===== config.mk =====
export PLATFORM = sky130hd
export DESIGN_NAME = dma_request_controller
export DESIGN_NICKNAME = d
export VERILOG_FILES = /design/src/rtl/dma_request_controller_pkg.sv /design/src/rtl/dma_cmd_fifo.sv /design/src/rtl/dma_request_controller.sv
export SDC_FILE = /design/constraint.sdc
export NUM_CORES = 1
export LEC_CHECK = 0
export CELL_PAD_IN_SITES_DETAIL_PLACEMENT = 0
export CELL_PAD_IN_SITES_GLOBAL_PLACEMENT = 1
export CORE_MARGIN = 4
export CORE_UTILIZATION = 51
export CTS_CLUSTER_DIAMETER = 120
export DETAILED_ROUTE_END_ITERATION = 7
export PLACE_DENSITY = 0.88
export REMOVE_ABC_BUFFERS = 1
export SYNTH_ARGS = -nofsm -noshare
export SYNTH_HDL_FRONTEND = slang
export SYNTH_HIERARCHICAL = 1
export SYNTH_SLANG_ARGS = --single-unit

===== constraint.sdc =====
create_clock -name i_Clock -period 5.4 [get_ports i_Clock]
set_input_delay 0.54 -clock i_Clock [delete_from_list [all_inputs] [get_ports i_Clock]]
set_output_delay 0.54 -clock i_Clock [all_outputs]
set_load 0.01 [all_outputs]

===== src/rtl/dma_request_controller_pkg.sv =====
// Shared encodings for the DMA request controller: command control codes and FSM states.
package dma_request_controller_pkg;

    localparam logic [1:0] DMA_RD_SINGLE = 2'b00;
    localparam logic [1:0] DMA_WR_SINGLE = 2'b01;
    localparam logic [1:0] DMA_RD_BURST  = 2'b10;
    localparam logic [1:0] DMA_WR_BURST  = 2'b11;

    typedef enum logic [1:0] {
        IDLE    = 2'b00,
        LOAD    = 2'b01,
        GRANT   = 2'b10,
        RELEASE = 2'b11
    } dma_state_e;

    function automatic logic is_burst(input logic [1:0] ctrl);
        return ctrl[1];
    endfunction

endpackage


===== src/rtl/dma_cmd_fifo.sv =====
// Synchronous command FIFO with full/empty flags; head entry is always visible on rdata.
module dma_cmd_fifo
    import dma_request_controller_pkg::*;
#(
    parameter int WIDTH      = 40,
    parameter int DEPTH_LOG2 = 2
) (
    input  logic             clk,
    input  logic             rst_n,
    input  logic             push,
    input  logic             pop,
    input  logic [WIDTH-1:0] wdata,
    output logic [WIDTH-1:0] rdata,
    output logic             full,
    output logic             empty
);
    localparam int DEPTH = 1 << DEPTH_LOG2;

    logic [WIDTH-1:0]      mem_q [DEPTH];
    logic [WIDTH-1:0]      mem_d [DEPTH];
    logic [DEPTH_LOG2-1:0] wr_ptr_q, wr_ptr_d;
    logic [DEPTH_LOG2-1:0] rd_ptr_q, rd_ptr_d;
    logic [DEPTH_LOG2:0]   count_q, count_d;
    logic                  do_push, do_pop;

    assign full    = (count_q == (DEPTH_LOG2+1)'(DEPTH));
    assign empty   = (count_q == '0);
    assign rdata   = mem_q[rd_ptr_q];
    assign do_push = push & ~full;
    assign do_pop  = pop & ~empty;

    always_comb begin
        mem_d    = mem_q;
        wr_ptr_d = wr_ptr_q;
        rd_ptr_d = rd_ptr_q;
        count_d  = count_q;
        if (do_push) begin
            mem_d[wr_ptr_q] = wdata;
            wr_ptr_d        = wr_ptr_q + (DEPTH_LOG2)'(1);
        end
        if (do_pop) begin
            rd_ptr_d = rd_ptr_q + (DEPTH_LOG2)'(1);
        end
        case ({do_push, do_pop})
            2'b10:   count_d = count_q + (DEPTH_LOG2+1)'(1);
            2'b01:   count_d = count_q - (DEPTH_LOG2+1)'(1);
            default: count_d = count_q;
        endcase
    end

    always_ff @(posedge clk or negedge rst_n) begin
        if (!rst_n) begin
            for (int i = 0; i < DEPTH; i++) begin
                mem_q[i] <= '0;
            end
            wr_ptr_q <= '0;
            rd_ptr_q <= '0;
            count_q  <= '0;
        end else begin
            mem_q    <= mem_d;
            wr_ptr_q <= wr_ptr_d;
            rd_ptr_q <= rd_ptr_d;
            count_q  <= count_d;
        end
    end

endmodule


===== src/rtl/dma_request_controller.sv =====
// Queues host DMA commands and hands them one at a time to the DMA engine via a grant handshake.
// Optional acknowledge watchdog enabled by defining DMA_ACK_TIMEOUT_EN.
module dma_request_controller
    import dma_request_controller_pkg::*;
#(
    parameter int SIZE_BIT        = 5,
    parameter int FIFO_DEPTH_LOG2 = 2,
    parameter int TIMEOUT_CYCLES  = 1024
) (
    input  logic              i_Clock,
    input  logic              i_Reset,
    input  logic              i_Cmd_Valid,
    input  logic [1:0]        i_Cmd_Control,
    input  logic [31:0]       i_Cmd_Pointer,
    input  logic [SIZE_BIT:0] i_Cmd_Count,
    output logic              o_Cmd_Ready,
    output logic              o_Bus_Grant,
    output logic [1:0]        o_Control,
    output logic [31:0]       o_bram_pointer,
    output logic [SIZE_BIT:0] o_Data_Counter,
    input  logic              i_Acknowlege,
    output logic              o_Busy,
    output logic              o_Done,
    output logic              o_Cmd_Error,
    output logic              o_Timeout
);
    localparam int CW = SIZE_BIT + 1;
    localparam int FW = 2 + 32 + CW;
    localparam logic [SIZE_BIT:0] MAX_COUNT    = {1'b1, {SIZE_BIT{1'b0}}};
    localparam logic [SIZE_BIT:0] SINGLE_COUNT = CW'(1);

    dma_state_e        state_q, state_d;
    logic [1:0]        ctrl_q, ctrl_d;
    logic [31:0]       ptr_q, ptr_d;
    logic [SIZE_BIT:0] cnt_q, cnt_d;
    logic              done_q, done_d;
    logic              err_q, err_d;
    logic              fifo_push, fifo_pop, fifo_full, fifo_empty;
    logic [FW-1:0]     fifo_wdata, fifo_rdata;
    logic              cmd_accept, cmd_bad;

    // Ready is forced low while reset is held, independent of the FIFO flags.
    assign o_Cmd_Ready = i_Reset & ~fifo_full;
    assign cmd_accept  = i_Cmd_Valid & o_Cmd_Ready;
    assign cmd_bad     = is_burst(i_Cmd_Control) &&
                         ((i_Cmd_Count == '0) || (i_Cmd_Count > MAX_COUNT));
    assign fifo_push   = cmd_accept & ~cmd_bad;
    assign fifo_wdata  = {i_Cmd_Control, i_Cmd_Pointer,
                          is_burst(i_Cmd_Control) ? i_Cmd_Count : SINGLE_COUNT};
    assign err_d       = cmd_accept & cmd_bad;

    dma_cmd_fifo #(
        .WIDTH      (FW),
        .DEPTH_LOG2 (FIFO_DEPTH_LOG2)
    ) u_cmd_fifo (
        .clk   (i_Clock),
        .rst_n (i_Reset),
        .push  (fifo_push),
        .pop   (fifo_pop),
        .wdata (fifo_wdata),
        .rdata (fifo_rdata),
        .full  (fifo_full),
        .empty (fifo_empty)
    );

`ifdef DMA_ACK_TIMEOUT_EN
    localparam int TW = $clog2(TIMEOUT_CYCLES + 1);
    localparam logic [TW-1:0] TMO_LAST = TW'(TIMEOUT_CYCLES - 1);
    logic [TW-1:0] tmo_cnt_q, tmo_cnt_d;
    logic          tmo_q, tmo_d;
    assign o_Timeout = tmo_q;
`else
    assign o_Timeout = 1'b0;
`endif

    always_comb begin
        state_d  = state_q;
        ctrl_d   = ctrl_q;
        ptr_d    = ptr_q;
        cnt_d    = cnt_q;
        done_d   = 1'b0;
        fifo_pop = 1'b0;
`ifdef DMA_ACK_TIMEOUT_EN
        tmo_cnt_d = '0;
        tmo_d     = 1'b0;
`endif
        case (state_q)
            IDLE: begin
                if (!fifo_empty) begin
                    fifo_pop               = 1'b1;
                    {ctrl_d, ptr_d, cnt_d} = fifo_rdata;
                    state_d                = LOAD;
                end
            end
            LOAD:    state_d = GRANT;
            GRANT: begin
                if (i_Acknowlege) begin
                    done_d  = 1'b1;
                    state_d = RELEASE;
                end
`ifdef DMA_ACK_TIMEOUT_EN
                else if (tmo_cnt_q == TMO_LAST) begin
                    tmo_d   = 1'b1;
                    state_d = RELEASE;
                end else begin
                    tmo_cnt_d = tmo_cnt_q + TW'(1);
                end
`endif
            end
            RELEASE: state_d = IDLE;
            default: state_d = IDLE;
        endcase
    end

    always_ff @(posedge i_Clock or negedge i_Reset) begin
        if (!i_Reset) begin
            state_q <= IDLE;
            ctrl_q  <= '0;
            ptr_q   <= '0;
            cnt_q   <= '0;
            done_q  <= 1'b0;
            err_q   <= 1'b0;
`ifdef DMA_ACK_TIMEOUT_EN
            tmo_cnt_q <= '0;
            tmo_q     <= 1'b0;
`endif
        end else begin
            state_q <= state_d;
            ctrl_q  <= ctrl_d;
            ptr_q   <= ptr_d;
            cnt_q   <= cnt_d;
            done_q  <= done_d;
            err_q   <= err_d;
`ifdef DMA_ACK_TIMEOUT_EN
            tmo_cnt_q <= tmo_cnt_d;
            tmo_q     <= tmo_d;
`endif
        end
    end

    // Grant is combinational so it falls in the very cycle the acknowledge arrives.
    assign o_Bus_Grant    = (state_q == GRANT) && !i_Acknowlege;
    assign o_Busy         = (state_q == LOAD) || (state_q == GRANT);
    assign o_Control      = ctrl_q;
    assign o_bram_pointer = ptr_q;
    assign o_Data_Counter = cnt_q;
    assign o_Done         = done_q;
    assign o_Cmd_Error    = err_q;

endmodule


Yosys cells after proc, flatten, opt, wreduce, memory -nomap -nowiden:

Cells that the tools add are included.

* word-level logic and storage cells: 67
* register bits after elaboration: 211
* output and inout bits: 46

* equality and inequality tests: 8
* bitwise gates (word level): 11
* $add $sub $neg: 4
* reductions and logical operators: 12
* $lt $le $gt $ge: 4
* multiplexer cells: 15

Operators by type and width (number)
* 160-bit bitwise mux: 1
* 40-bit 2-to-1 mux: 3
* 40-bit binary-select mux with 2-bit select: 1
* 40-bit demux with 2-bit select: 1
* 2-bit one-hot mux with 4 select lines: 1
* 1-bit bitwise AND: 6
* 2-bit equality test, second input constant: 3
* 3-bit greater-or-equal comparator, second input constant: 2
* 6-bit greater-than comparator, second input constant: 1
* 6-bit zero test: 1
* 6-bit 2-to-1 mux: 1
* 2-bit NOT with 3-bit output: 2
* 3-bit one-hot mux with 2 select lines: 1
* 2-bit by 1-bit adder with 2-bit output, second input constant: 2
* 2-bit by 1-bit equality test with 1-bit output, second input constant: 2
* 1-bit 2-to-1 mux: 4
* 2-bit 2-to-1 mux: 2
* 2-bit != test, second input constant: 2
* 2-bit AND reduction: 2
* 3-bit by 1-bit adder with 3-bit output, second input constant: 1
* 3-bit equality test, second input constant: 1
* 1-bit logical AND: 3
* 3-bit zero test: 1
* 3-bit by 1-bit < comparator with 1-bit output, second input constant: 1
* other kinds (6): 9

Depth between registers and ports, before layout:

Gate-level depths: netlist (run 1).

* word-level depth: 8
* gate-level depth with buffers: 12

Modules after synthesis:

The synthesis (run 1) kept the hierarchy.

By module, submodules not included
* dma_cmd_fifo: cells an instance 426, area an instance 7358.3 sq um, instances 1
* dma_request_controller: cells an instance 120, area an instance 1996.9 sq um, instances 1

Worst setup path before layout (run 1):

OpenSTA, ideal clock, no wires.

* path kind: input to register
* start point: input port i_Cmd_Count[0]
* end point: register u_cmd_fifo.count_q[2]
* path buffers: 0
* cell stages on the path: 10
* library setup time: 125 ps
* slack: 3106 ps
* arrival: 2169 ps
* path through: nor3_1 -> nor2_1 -> nor3_1 -> nand2b_1 -> ha_1 -> inv_1 -> fa_1 -> xor2_1 -> nor2_1 -> xor2_1

* longest elaborated chain between the ends: 8

RTL lines
* start: declaration: RTL line dma_request_controller.sv:15 `input logic [SIZE_BIT:0] i_Cmd_Count,`
* 6-bit greater-than comparator or 6-bit zero test (tied branches): RTL line dma_request_controller.sv:46 `((i_Cmd_Count == '0) || (i_Cmd_Count > MAX_COUNT));`
* 1-bit logical OR *: RTL line dma_request_controller.sv:46
* 1-bit logical AND *: RTL line dma_request_controller.sv:45 `assign cmd_bad = is_burst(i_Cmd_Control) &&`
* 1-bit NOT *: RTL line dma_request_controller.sv:47 `assign fifo_push = cmd_accept & ~cmd_bad;`
* 1-bit bitwise AND *: RTL line dma_request_controller.sv:47
* via fifo_push: RTL line dma_request_controller.sv:38 `logic fifo_push, fifo_pop, fifo_full, fifo_empty;`
* 1-bit bitwise AND *: RTL line dma_cmd_fifo.sv:29 `assign do_push = push & ~full;`
* 2-bit by 1-bit equality test with 1-bit output or 2-bit equality test (tied branches): RTL line dma_cmd_fifo.sv:44 `case ({do_push, do_pop})`
* 3-bit one-hot mux with 2 select lines or 2-bit nonzero test (tied branches)
* end signal: assignment: RTL line dma_cmd_fifo.sv:63 `count_q <= count_d;`
* end: declaration: RTL line dma_cmd_fifo.sv:23 `logic [DEPTH_LOG2:0] count_q, count_d;`

The timed path passes the listed nets; every way through them passes the cells marked *.
A chain may end at the register's enable or synchronous reset.

Worst setup path in the final report (run 1):

* start point: register u_cmd_fifo.count_q[2]
* end point: register u_cmd_fifo/mem_q[96] (netlist name)

* longest elaborated chain between the ends: 6

RTL lines
* 3-bit equality test: RTL line dma_cmd_fifo.sv:26 `assign full = (count_q == (DEPTH_LOG2+1)'(DEPTH));`
* via fifo_full: RTL line dma_request_controller.sv:38
* 1-bit NOT: RTL line dma_request_controller.sv:43 `assign o_Cmd_Ready = i_Reset & ~fifo_full;`
* 1-bit bitwise AND: RTL line dma_request_controller.sv:43
* 1-bit bitwise AND: RTL line dma_request_controller.sv:44 `assign cmd_accept = i_Cmd_Valid & o_Cmd_Ready;`
* 1-bit bitwise AND: RTL line dma_request_controller.sv:47
* via fifo_push: RTL line dma_request_controller.sv:38
* 1-bit bitwise AND: RTL line dma_cmd_fifo.sv:29
* end signal: assignment: RTL line dma_cmd_fifo.sv:60 `mem_q <= mem_d;`
* end: declaration: RTL line dma_cmd_fifo.sv:19 `logic [WIDTH-1:0] mem_q [DEPTH];`

The timed path passes the listed nets, and every way through them passes these cells.

==> summary.txt, run 1 <==
Yosys top cell area share -> 0.564
Post-synthesis xor/xnor area fraction -> 0.00562
Synth Area in Adders -> 0.0115
CP cell instances -> nor3b_4 -> and3b_1 -> o21ai_0 -> nor3_1 -> nand2_1 -> nor2_4 -> buf_4 -> mux2_2
Initial antenna violation count -> 0
Diodes inserted -> 0
Remaining routing DRC violations -> 0
Root Buffer -> clkbuf_16
# Post-CTS Setup Buffers -> 0
Via count -> 4871
Worst path required time -> 5.79 ns
Clock power frac -> 0.220
Placed cell count -> 838
Leakage power figure -> 4.79 nW
Final std cells w/o fill -> 879
Fin Clk Skew -> 0.0113 ns
DIE AREA -> 20600 um^2
Ys async rst share -> 1.00
CTS tree -> built
Core area -> 18000 um^2
Initial Util -> 0.519
Nets -> 686
Final setup vio count -> 0
Final period util -> 0.599
Commonest register cell after synthesis -> dfrtp_1
Met2 Use GR -> 0.308
IO Count -> 90
Slew HR -> 0.230
Dpl hpwl -> 11.4 mm
PwrDens -> 623 nW/um^2
Commonest cells in the netlist -> dfrtp_1 (211), mux2_2 (163), mux4_2 (40)
Max incr delay on CP -> 0.85 ns
Die H -> 143 um
Setup_tns -> 0 ns
Multi-input gate area -> 3750 um^2
Synthesis Warnings -> 6
Max-slew violation count -> 0
Netlist area before placement -> 9360 um^2
Status -> finished, final reports clean
Cell with the most instances after synthesis -> dfrtp_1
Clk sinks -> 211
Final antenna-violating net count -> 0
Num CTS Buffers -> 23
Period minus WS final -> 3.24 ns
Rows -> 49
Simple-gate area share of the yosys netlist -> 0.0199
Hold Violations, Final -> 0
Least-Margin Pin Slew -> 1.16 ns
DR WL/cell -> 20.6 um
RD Place Congestion -> 0.738
Clock latency on the worst-skew pair -> 0.51 ns
Post-synth EDFFs -> 0
Htree depth -> 1
First-pass GRT wire length -> 30.2 mm
Critical path class -> flop to flop
Via/cell ratio -> 5.54
Maximum vdd drop -> 0.496 mV
Layer with the highest usage -> met2
Max clock buf depth -> 3
Crit start category -> flop
Max_cap viols -> 0
CTS resizes -> 0
Number of global-route vias before repair -> 5581
Sw frac -> 0.285
Avg Cell Area, Syn -> 17.1 um^2
Hold buffer count at CTS -> 0
Drt first pass iters -> 4
Crit-path max FO -> 31
Sw power -> 1.95 mW
Met1 Use GR -> 0.256
Critical path's slowest cell -> nor2_4
Combinational Power Share -> 0.357
Yosys reg bits -> 211
FILL cells -> 1314
Sequential Power Share -> 0.423
Largest family of logic cells by synthesized area -> multiplexers
Pint -> 4.90 mW
Post-synthesis cell count -> 546
Storage element area -> 5290 um^2
Syn-to-layout area delta -> 17.8%
Worst Path Arrival -> 3.62 ns
Global Route Usage Sum -> 0.184
Endpoint class of the critical path -> flop
Largest net degree at the start of global routing -> 80
Post-synthesis sequential area ratio -> 0.564
Grt ovf -> 0
DR iter-0 viols -> 193
Detailed Route WL -> 18.1 mm
Largest area contributor in the netlist -> dfrtp_1
Hold crit path type -> input port to asynchronous set/reset pin
CTS clk-pin slew, worst paths -> 0.06 ns
M3 GR Usage -> 0.0356
Port bufs -> 88
Largest cells by area after synthesis -> dfrtp_1 (56%), mux2_2 (20%), mux4_2 (9.6%), mux2_4 (6.3%), buf_6 (2.0%)
Post-synthesis mux area share -> 0.357
Yosys cell types -> 32
Maximum clock frequency -> 309 MHz
RSZ-0062 raised after global routing -> false
Post-synthesis compound-gate area fraction -> 0.00308
Width of the die -> 143 um
Ratio of cells with drive above 1 in the final layout -> 0.448
[registers in the layout (all words and copies together) (netlist names)]
signal	flops
u_cmd_fifo/wr_ptr_q	2
o_bram_pointer	32
state_q	2
o_Control	2
u_cmd_fifo/mem_q	160
u_cmd_fifo/rd_ptr_q	2
o_Done	1
o_Data_Counter	6
o_Cmd_Error	1
u_cmd_fifo/count_q	3
[worst max-delay path: cells and delay by family (launching register included)]
family / cells / cell delay, ns
AND/OR/NAND/NOR: 5 / 1.89
flip-flops: 1 / 0.41
multiplexers: 1 / 0.36
buffers and inverters: 1 / 0.35
AO/OA/AOI/OAI: 1 / 0.09
[power groups by stage]
stage | Combinational (mW) | Clock, mW | Sequential [mW]
after CTS | 2.48 | 1.55 | 2.92
after floorplan | 1.75 | 0 | 2.80
after detailed placement | 2.47 | 0 | 2.94
final | 2.45 | 1.51 | 2.90
after global routing | 2.63 | 1.62 | 3.02
after global placement | 2.39 | 0 | 2.87
[routing by layer]
metal  share of wire  vias up  wire [um]
met1            0.44     2596       7990
met2            0.50       94       9050
li1                -     2163          -
met3           0.047       18        853
met5               0        -          0
met4           0.010        0        186
[metrics by stage]
step	hold slack (ns)	power, mW	instance area (um^2)	setup slack [ns]	utilization
floorplan	0.244	4.55	9030	1.86	-
global placement	0.484	5.26	10300	1.69	0.571
finish	0.0695	6.86	11000	2.16	0.611
CTS	0.0842	6.95	11000	2.12	0.611
global route	0.0981	7.27	11000	1.91	0.611
detailed placement	0.491	5.41	10300	1.61	0.571
[worst paths after layout]
kind,from,endpoint,slack (ns),cells past startpoint
worst min-delay path,i_Reset,u_cmd_fifo/mem_q[154],0.07,1
min in group i_Clock,u_cmd_fifo/mem_q[150],u_cmd_fifo/mem_q[150],0.50,1
worst max register to register,u_cmd_fifo/count_q[2],u_cmd_fifo/mem_q[96],2.16,8
worst min register to register,u_cmd_fifo/mem_q[150],u_cmd_fifo/mem_q[150],0.50,1
worst max-delay path,u_cmd_fifo/count_q[2],u_cmd_fifo/mem_q[96],2.16,8
max in group asynchronous,i_Reset,u_cmd_fifo/rd_ptr_q[0],3.89,2
[cells in the final DEF, fill, tap and decap left out, drive strengths merged]
cell and n:
a21oi 1, and2 5, and3b 1, and4b 1, buf 7, bufinv 1
clkbuf 38, clkdlybuf4s50 87, clkinv 2, conb 1, dfrtp 211, fa 1
ha 7, inv 9, mux2 202, mux2i 2, mux4 40, nand2 8
nand2b 2, nand3b 1, nor2 7, nor2b 3, nor3 3, nor3b 1
o21ai 1, o22a 1, o31a 1, xnor2 3, xor2 3
[final cells by class]
class	instances	share of cell area
Tap cell	229	0.0260
Multi-Input combinational cell	295	0.340
Clock inverter	4	0.00443
Timing Repair Buffer	95	0.0851
Sequential cell	211	0.480
Clock buffer	37	0.0616
Inverter	8	0.00273
[cells by family after synthesis]
logic type / Yosys count
AND/OR/NAND/NOR: 32
XOR/XNOR: 6
AO/OA/AOI/OAI: 4
flip-flops: 211
buffers and inverters: 40
other: 1
adder cells (fa/ha/maj): 8
multiplexers: 244
Power figures use the tool's default switching activity.
==> run 2: changes to the inputs <==
--- a/config.mk
+++ b/config.mk
@@ -8,10 +8,10 @@
 export CELL_PAD_IN_SITES_DETAIL_PLACEMENT = 0
 export CELL_PAD_IN_SITES_GLOBAL_PLACEMENT = 1
 export CORE_MARGIN = 4
-export CORE_UTILIZATION = 51
+export CORE_UTILIZATION = 49
 export CTS_CLUSTER_DIAMETER = 120
 export DETAILED_ROUTE_END_ITERATION = 7
-export PLACE_DENSITY = 0.88
+export PLACE_DENSITY = 0.85
 export REMOVE_ABC_BUFFERS = 1
 export SYNTH_ARGS = -nofsm -noshare
 export SYNTH_HDL_FRONTEND = slang
==> constraint.sdc (replaced) <==
create_clock -name i_Clock -period 3 [get_ports i_Clock]
set_input_delay 0.3 -clock i_Clock [delete_from_list [all_inputs] [get_ports i_Clock]]
set_output_delay 0.3 -clock i_Clock [all_outputs]
set_load 0.01 [all_outputs]
==> run 2 against run 1 <==
  * Combinational power is 83% higher
  * Clock power grew 91%
  * Worst setup slack lost 1.6 ns
  * Sequential share of layout area is 0.87 points lower
  * Final cell count rose by 1.8%
  * Power grew 82%
  * Critical endpoint is now u_cmd_fifo/count_q[2]
  * First-iteration DRC count up 13%
  * Die area is 3.8% higher
  * Design area increased by 1.8%
  * Sequential power is 77% higher
  * Core utilization fell by 1.3 points
  * Highest routed layer unchanged
  * Fmax is 35% higher
==> summary.txt, run 2 (same netlist as run 1, synthesis figures left out) <==
Final antenna-violating net count -> 0 (unchanged)
Status -> finished, final reports clean (unchanged)
Top sig layer -> met4 (unchanged)
Detailed Route WL -> 18.4 mm (was 18.1 mm)
Least-Margin Pin Slew -> 0.910 ns (was 1.16 ns)
Worst Reg-to-Reg Cells -> 11 (was 8)
Width of the die -> 146 um (was 143 um)
Clock latency on the worst-skew pair -> 0.51 ns (about the same)
Root Buffer -> clkbuf_16 (unchanged)
Final std cells w/o fill -> 895 (was 879)
Leakage power figure -> 4.90 nW (was 4.79 nW)
IO Count -> 90 (unchanged)
Worst path required time -> 3.44 ns (was 5.79 ns)
Die H -> 146 um (was 143 um)
First-pass GRT wire length -> 30.8 mm (was 30.2 mm)
Remaining routing DRC violations -> 0 (unchanged)
Maximum vdd drop -> 0.729 mV (was 0.496 mV)
Nets -> 695 (was 686)
Number of global-route vias before repair -> 5717 (was 5581)
Dpl hpwl -> 11.3 mm (was 11.4 mm)
CTS clk-pin slew, worst paths -> 0.06 ns (about the same)
Ratio of cells with drive above 1 in the final layout -> 0.467 (was 0.448)
DIE AREA -> 21400 um^2 (was 20600 um^2)
Slew HR -> 0.393 (was 0.230)
DR WL met2 -> 9.09 mm (was 9.05 mm)
Critical path class -> flop to flop (unchanged)
Rows -> 50 (was 49)
Crit start category -> flop (unchanged)
Period minus WS final -> 2.40 ns (was 3.24 ns)
Crit path from -> u_cmd_fifo/count_q[0] (was u_cmd_fifo/count_q[2])
Wl on met1 -> 8.13 mm (was 7.99 mm)
Via/cell ratio -> 5.51 (was 5.54)
CTS resizes -> 0 (unchanged)
Crit-path max FO -> 5 (was 31)
Diodes inserted -> 0 (unchanged)
CTS tree -> built (unchanged)
Num CTS Buffers -> 24 (was 23)
Most frequent cells in the layout -> dfrtp_1 (209), mux2_2 (163), clkdlybuf4s50_1 (87), mux4_2 (40), mux2_4 (39) (unchanged)
Port bufs -> 88 (unchanged)
DR WL/cell -> 20.6 um (about the same)
CP Capture Point -> u_cmd_fifo/count_q[2] (was u_cmd_fifo/mem_q[96])
Global Route Usage Sum -> 0.178 (was 0.184)
Hold crit path type -> input port to asynchronous set/reset pin (unchanged)
PwrDens -> 1110 nW/um^2 (was 623 nW/um^2)
Final period util -> 0.801 (was 0.599)
Reg-to-Reg Start -> u_cmd_fifo/count_q[0] (was u_cmd_fifo/count_q[2])
RD Place Congestion -> 0.692 (was 0.738)
Hold buffer count at CTS -> 0 (unchanged)
Core area -> 18800 um^2 (was 18000 um^2)
Storage element area -> 5290 um^2 (unchanged)
Max_cap viols -> 0 (unchanged)
Grt ovf -> 0 (unchanged)
Maximum clock frequency -> 416 MHz (was 309 MHz)
Biggest register -> u_cmd_fifo/mem_q (unchanged)
Drt first pass iters -> 6 (was 4)
Placed cell count -> 851 (was 838)
Clk sinks -> 211 (unchanged)
Largest net degree at the start of global routing -> 151 (was 80)
# Post-CTS Setup Buffers -> 0 (unchanged)
FILL cells -> 1376 (was 1314)
Max clock buf depth -> 3 (unchanged)
Largest register FFs -> 160 (unchanged)
R2R setup slack -> 0.60 ns (was 2.16 ns)
Htree depth -> 1 (unchanged)
Final Util -> 0.598 (was 0.611)
Initial antenna violation count -> 0 (unchanged)
Worst Path Arrival -> 2.84 ns (was 3.62 ns)
Initial Util -> 0.498 (was 0.519)
Endpoint class of the critical path -> flop (unchanged)
Syn-to-layout area delta -> 19.9% (was 17.8%)
RSZ-0062 raised after global routing -> false (unchanged)
WL met3 -> 850 um (was 853 um)
Hold Violations, Final -> 0 (unchanged)
Fin Clk Skew -> 0.0156 ns (was 0.0113 ns)
Setup_tns -> 0 ns (unchanged)
Max-slew violation count -> 0 (unchanged)
Multi-input gate area -> 3750 um^2 (unchanged)
Final setup vio count -> 0 (unchanged)
Worst r2r dst -> u_cmd_fifo/count_q[2] (was u_cmd_fifo/mem_q[96])
Commonest non-fill, non-tap cell in the layout -> dfrtp_1 (unchanged)
Via count -> 4929 (was 4871)
DR iter-0 viols -> 219 (was 193)
## run 2: final cells by class
cell class                      count  area share
Tap cell                          234      0.0261
Inverter                            8     0.00268
Timing Repair Buffer              103      0.0945
Multi-Input combinational cell    295       0.334
Clock inverter                     11     0.00758
Sequential cell                   211       0.471
Clock buffer                       33      0.0638
## run 2: critical path: stages, from the launching register on
cell	delay [ns]
dfrtp_1	0.45
nor3b_4	0.30
and3b_1	0.24
o21ai_0	0.08
nor3_1	0.09
nand2b_1	0.14
ha_1	0.21
inv_1	0.06
fa_1	0.37
xor2_1	0.15
nor2_1	0.11
xor2_1	0.14
## run 2: worst min-delay path by stage
stage / start / to / slack [ns] / cells after the start
after floorplan: i_Reset / o_Cmd_Error / 0.004 / 0
after global placement: u_cmd_fifo/mem_q[47] / u_cmd_fifo/mem_q[47] / 0.48 / 1
after detailed placement: u_cmd_fifo/mem_q[71] / u_cmd_fifo/mem_q[71] / 0.49 / 1
after CTS: i_Reset / o_Data_Counter[5] / 0.05 / 2
after global routing: i_Reset / u_cmd_fifo/mem_q[32] / 0.1 / 2
final: i_Reset / u_cmd_fifo/mem_q[32] / 0.03 / 2
## run 2: power breakdown
group	leakage, nW	switching, mW	internal (mW)
Combinational	1.88	1.47	3.01
Clock	0.399	1.13	1.75
Sequential	2.62	0.911	4.21
Total	4.89	3.52	8.97
## run 2: layer usage
layer	up-vias	GRT usage
li1	2171	-
met1	2608	0.245
met4	0	0.0395
met5	-	0
met3	30	0.0376
met2	120	0.295
## run 2: stage by stage
stage	worst slack, ns	hold slack [ns]	instance area [um^2]	total power, mW
finish	0.598	0.0336	11200	12.5
floorplan	-0.526	0.00441	9030	8.20
global route	0.361	0.0973	11200	13.2
CTS	0.576	0.0516	11200	12.7
detailed placement	0.359	0.490	10400	9.75
global placement	0.471	0.483	10400	9.47
